===== src/rtl/fifo_sync_param.sv =====
// fifo_sync_param: single-clock FIFO with configurable width/depth (any DEPTH >= 2), occupancy count,
// programmable almost flags and overflow/underflow pulses. Define FIFO_SYNC_FWFT_EN for first-word-fall-through reads.
module fifo_sync_param #(
    parameter int unsigned WIDTH    = 8,
    parameter int unsigned DEPTH    = 29,
    parameter int unsigned AF_LEVEL = DEPTH - 2,
    parameter int unsigned AE_LEVEL = 2
) (
    input  logic                       clk,
    input  logic                       rst,
    input  logic                       wr,
    input  logic [WIDTH-1:0]           data_in,
    input  logic                       rd,
    output logic [WIDTH-1:0]           data_out,
    output logic                       full,
    output logic                       empty,
    output logic                       almost_full,
    output logic                       almost_empty,
    output logic [$clog2(DEPTH+1)-1:0] count,
    output logic                       overflow,
    output logic                       underflow
);

    localparam int unsigned PTR_W = (DEPTH > 1) ? $clog2(DEPTH) : 1;
    localparam int unsigned CNT_W = $clog2(DEPTH + 1);

    localparam logic [PTR_W-1:0] PTR_LAST = PTR_W'(DEPTH - 1);
    localparam logic [CNT_W-1:0] CNT_FULL = CNT_W'(DEPTH);

    logic [WIDTH-1:0] mem_q [DEPTH];

    logic [PTR_W-1:0] wr_ptr_q, wr_ptr_d;
    logic [PTR_W-1:0] rd_ptr_q, rd_ptr_d;
    logic [CNT_W-1:0] count_q, count_d;
    logic             overflow_q, overflow_d;
    logic             underflow_q, underflow_d;
    logic             wr_accept;
    logic             rd_accept;

    // Flags decode only the registered count, so wr/rd never reach them combinationally.
    assign count        = count_q;
    assign full         = (count_q == CNT_FULL);
    assign empty        = (count_q == '0);
    assign almost_full  = (32'(count_q) >= AF_LEVEL);
    assign almost_empty = (32'(count_q) <= AE_LEVEL);
    assign overflow     = overflow_q;
    assign underflow    = underflow_q;

    // Accept decisions, pointer wrap and occupancy update.
    always_comb begin
        wr_ptr_d    = wr_ptr_q;
        rd_ptr_d    = rd_ptr_q;
        count_d     = count_q;

        // A write into a full FIFO still fits when the same edge frees a slot.
        rd_accept   = rd && (count_q != '0);
        wr_accept   = wr && ((count_q != CNT_FULL) || rd_accept);
        overflow_d  = wr && !wr_accept;
        underflow_d = rd && !rd_accept;

        if (wr_accept) begin
            wr_ptr_d = (wr_ptr_q == PTR_LAST) ? '0 : wr_ptr_q + PTR_W'(1);
        end
        if (rd_accept) begin
            rd_ptr_d = (rd_ptr_q == PTR_LAST) ? '0 : rd_ptr_q + PTR_W'(1);
        end

        if (wr_accept && !rd_accept) begin
            count_d = count_q + CNT_W'(1);
        end else if (rd_accept && !wr_accept) begin
            count_d = count_q - CNT_W'(1);
        end
    end

    always_ff @(posedge clk) begin
        if (rst) begin
            wr_ptr_q    <= '0;
            rd_ptr_q    <= '0;
            count_q     <= '0;
            overflow_q  <= 1'b0;
            underflow_q <= 1'b0;
        end else begin
            wr_ptr_q    <= wr_ptr_d;
            rd_ptr_q    <= rd_ptr_d;
            count_q     <= count_d;
            overflow_q  <= overflow_d;
            underflow_q <= underflow_d;
        end
    end

    // Storage is never cleared; reset only blocks the write on its edge.
    always_ff @(posedge clk) begin
        if (!rst && wr_accept) begin
            mem_q[wr_ptr_q] <= data_in;
        end
    end

`ifdef FIFO_SYNC_FWFT_EN
    // Head word is presented directly; zero while empty.
    assign data_out = empty ? '0 : mem_q[rd_ptr_q];
`else
    logic [WIDTH-1:0] data_out_q, data_out_d;

    // Registered read: holds through idle and rejected reads.
    always_comb begin
        data_out_d = data_out_q;
        if (rd_accept) begin
            data_out_d = mem_q[rd_ptr_q];
        end
    end

    always_ff @(posedge clk) begin
        if (rst) begin
            data_out_q <= '0;
        end else begin
            data_out_q <= data_out_d;
        end
    end

    assign data_out = data_out_q;
`endif

endmodule

===== config.mk =====
export PLATFORM = sky130hd
export DESIGN_NAME = fifo_sync_param
export DESIGN_NICKNAME = d
export VERILOG_FILES = /design/src/rtl/fifo_sync_param.sv
export SDC_FILE = /design/constraint.sdc
export NUM_CORES = 1
export LEC_CHECK = 0
export CAP_MARGIN = 5
export CORE_MARGIN = 4
export CORE_UTILIZATION = 45
export CTS_BUF_LIST = sky130_fd_sc_hd__clkbuf_16
export DETAILED_ROUTE_END_ITERATION = 16
export PLACE_DENSITY_LB_ADDON = 0.25
export SYNTH_ARGS = -nofsm -noshare
export SYNTH_HDL_FRONTEND = slang
export SYNTH_SLANG_ARGS = --single-unit

===== constraint.sdc =====
create_clock -name clk -period 10.75 [get_ports clk]
set_clock_uncertainty 0.2 [all_clocks]
set_input_delay 3.225 -clock clk [delete_from_list [all_inputs] [get_ports clk]]
set_output_delay 3.225 -clock clk [all_outputs]
set_load 0.02 [all_outputs]

==> impl_results.md <==
- Cts bufs inserted: 27
- Core Area: 22600 µm²
- CP Capture Type: flip-flop
- Residual DRC: 0
- Mapped Cells: 621
- DIE HEIGHT: 160 µm
- Cell Chain, Critical Path: clkdlybuf4s50_1 -> o31ai_1 -> inv_1 -> ha_1 -> inv_1 -> ha_1 -> nor2b_1 -> o21a_1 -> or3_1 -> a21oi_1 -> mux2_2
- Max-Cap Viols: 0
- Final hold vios: 0
- Antenna diodes: 0
- Fillers: ~1.8k
- CTS tree: built
- H-tree Lvls: 1
- Drt pass-1 iters: 5
- Pin count of the biggest net entering global routing: between 60 and 70
- Dpl ws: between 4 and 5 ns
- Num rows: 55
- Worst Setup Path Type: input port to flip-flop
- Total negative setup slack: 0 ns
- Cell Area, Placed: between 10000 and 15000 µm²
- Reg2reg end: count[4]
- # resized after CTS: 0
- Port Buffer Count: 30
- Status: completed
- CP Data Required Time: 10.96 ns
- Clock Pin Slew Worst Setup and Hold Paths: ~0.060 ns
- Min-delay worst type: flip-flop to flip-flop
- Worst path slowest cell: clkdlybuf4s50_1
- I/O pins: 31
- Clk sinks: 257
- Cell family with most CP delay: buffers and inverters
- Leak: approximately 3.7 nW
- Post-CTS setup buffers: 0
- R2R depth: 11
- DR WL/cell: between 20 and 25 µm
- Hold_ws: 0.272 ns
- Post-route cell area: between 10000 and 15000 µm²
- Die Wd: 160 µm
- Fin crit period: around 6 ns
- Final setup violation count: 0
- Core Util, Final: around half
- PD cells: between 200 and 250 nW/µm²
- Hold Crit Endpoint: data_out[0]
- DRT iter0 DRCs: ~360
- CP arrival: roughly 6.2 ns
- Reg2reg start: count[0]
- First-pass GRT wire length: about 33000 µm
- Hold wc startpoint: data_out[0]
- Initial Util: between 40 and 50%
- Max IR drop VDD: ~0.00015 V
- Grt ovf: 0
- Synth warnings: 0
- Clock Path Buffers: 3
- Placed insts: 911
- DP HPWL: about 13000 µm
- Most common cell after layout, fill and taps aside: edfxtp_1
- Max Freq: ~0.17 GHz
- Max-slew headroom: approximately a fifth
- Distinct cells, synth: between 50 and 60
- Total track usage: about 17%
- Crit start category: input port
- Syn_area_per_cell: 16.7 µm²
- Initial antenna violation count: 0
- EDFF count, synth: about 230
- Seq/Total Area, Yosys: 72.0%
- Via-per-instance ratio: roughly 5.7
- Setup ws final: about 4.7 ns
- Period utilisation layout: a little under three fifths
- Layout cell share with drive strength beyond 1: 13.9%
- Nets: 679
- Worst Tran Pin Value: roughly 1.2 ns
- Crit path max fanout: 11
- Syn Nets: approximately 640
- Via count: 5461
- Ys flop type: edfxtp_1
- Final GP Congestion: between 0.7 and 0.8
- Register bit total from synthesis: 257
- Number of global-route vias before repair: between 5k and 6k
- Total routed wirelength: 21500 µm
- RSZ-0062 raised after global routing: no
- Number of routed nets with antenna violations: 0
- Ys async rst share: 0%
- Final Max Tran Viols: 0
- Post-Syn Area: 10400 µm²
- Post-route insts no fill: 962
- Most frequent cells in the layout: edfxtp_1, nor2_1, mux2i_1, clkdlybuf4s50_1, clkbuf_16
- Power, Total: around 2.4 mW
- Reg2reg setup slack: 7.29 ns
- Total Die Area: 25500 µm²
- Root buf cell: clkbuf_16
- Clock latency on the worst-skew pair: 0.53 ns
- Slowest stage delay, CP: around 0.48 ns
- Hold Buf Count CTS: 0
- Hold Crit Depth: 1
- Area delta synth->final: 12.9%
- Crit path buf inv count: 3
-- logic make-up after synthesis --
kind of cell	after synthesis	share of synthesized area, %
xor gates and xnor gates	10	0.844
DFF	257	72.0
AOI/OAI and AO/OA	70	4.97
buffers and inverters	42	2.12
adders and majority gates	11	1.40
and+or+nand+nor	137	6.43
muxes	94	12.2
-- report_power, final --
group          leakage, nW  internal, mW  switching [mW]  total (mW)
Sequential            2.29          1.12          0.0255        1.14
Combinational        0.967         0.216           0.273       0.489
Clock                0.414         0.453           0.359       0.812
-- synth_stat cells (10+ instances only) --
library cell  instances  area, µm²
dfxtp_1              25        500
nand2_1              19       71.3
clkbuf_1             10       37.5
mux4_2               16        360
a22oi_1              16        120
edfxtp_1            232       6970
buf_2                11       55.1
nand3b_1             11       82.6
ha_1                 10        125
mux2_2               25        282
nor2_1               61        229
mux2i_1              47        470
nand3_1              18       90.1
o22ai_1              15       93.8
-- layout make-up --
class,count,area (µm²),share of cell area (%)
flip-flops and latches,257,7470,63.8
multi-input cells,322,2690,22.9
clock buffers,27,676,5.77
repair buffers,38,380,3.25
well taps,285,357,3.05
clock inverters,23,100,0.855
inverters,10,37.5,0.321
-- flip-flops by register name, summed over array words and instances (netlist names) --
signal	cells
count	5
overflow	1
underflow	1
mem_q	232
wr_ptr_q	5
data_out	8
rd_ptr_q	5
-- layer usage --
layer	track usage, %	wire length, µm
met4	4.69	550
met5	0	0
met1	23.1	9430
met2	27.4	10400
met3	3.07	1110
-- worst reg2reg max path, delay by kind of cell, from the launching register on --
family	cells	cell delay [ns]
adder cells (fa/ha/maj)	2	0.58
flip-flops	1	0.49
AO/OA/AOI/OAI	3	0.71
AND/OR/NAND/NOR	3	0.65
multiplexers	1	0.35
buffers and inverters	2	0.38
-- how the worst max path moves through the flow --
| stage | cells past startpoint | start | to | slack [ns] |
|---|---|---|---|---|
| after CTS | 11 | rd | count[4] | 4.78 |
| after global placement | 11 | rd | count[4] | 4.32 |
| final | 11 | rd | count[4] | 4.74 |
| after detailed placement | 11 | rd | count[4] | 4.23 |
| after global routing | 11 | rd | count[4] | 4.53 |
| after floorplan | 11 | rd | count[4] | 5.00 |
No activity file was read; power rests on OpenSTA's default activity.
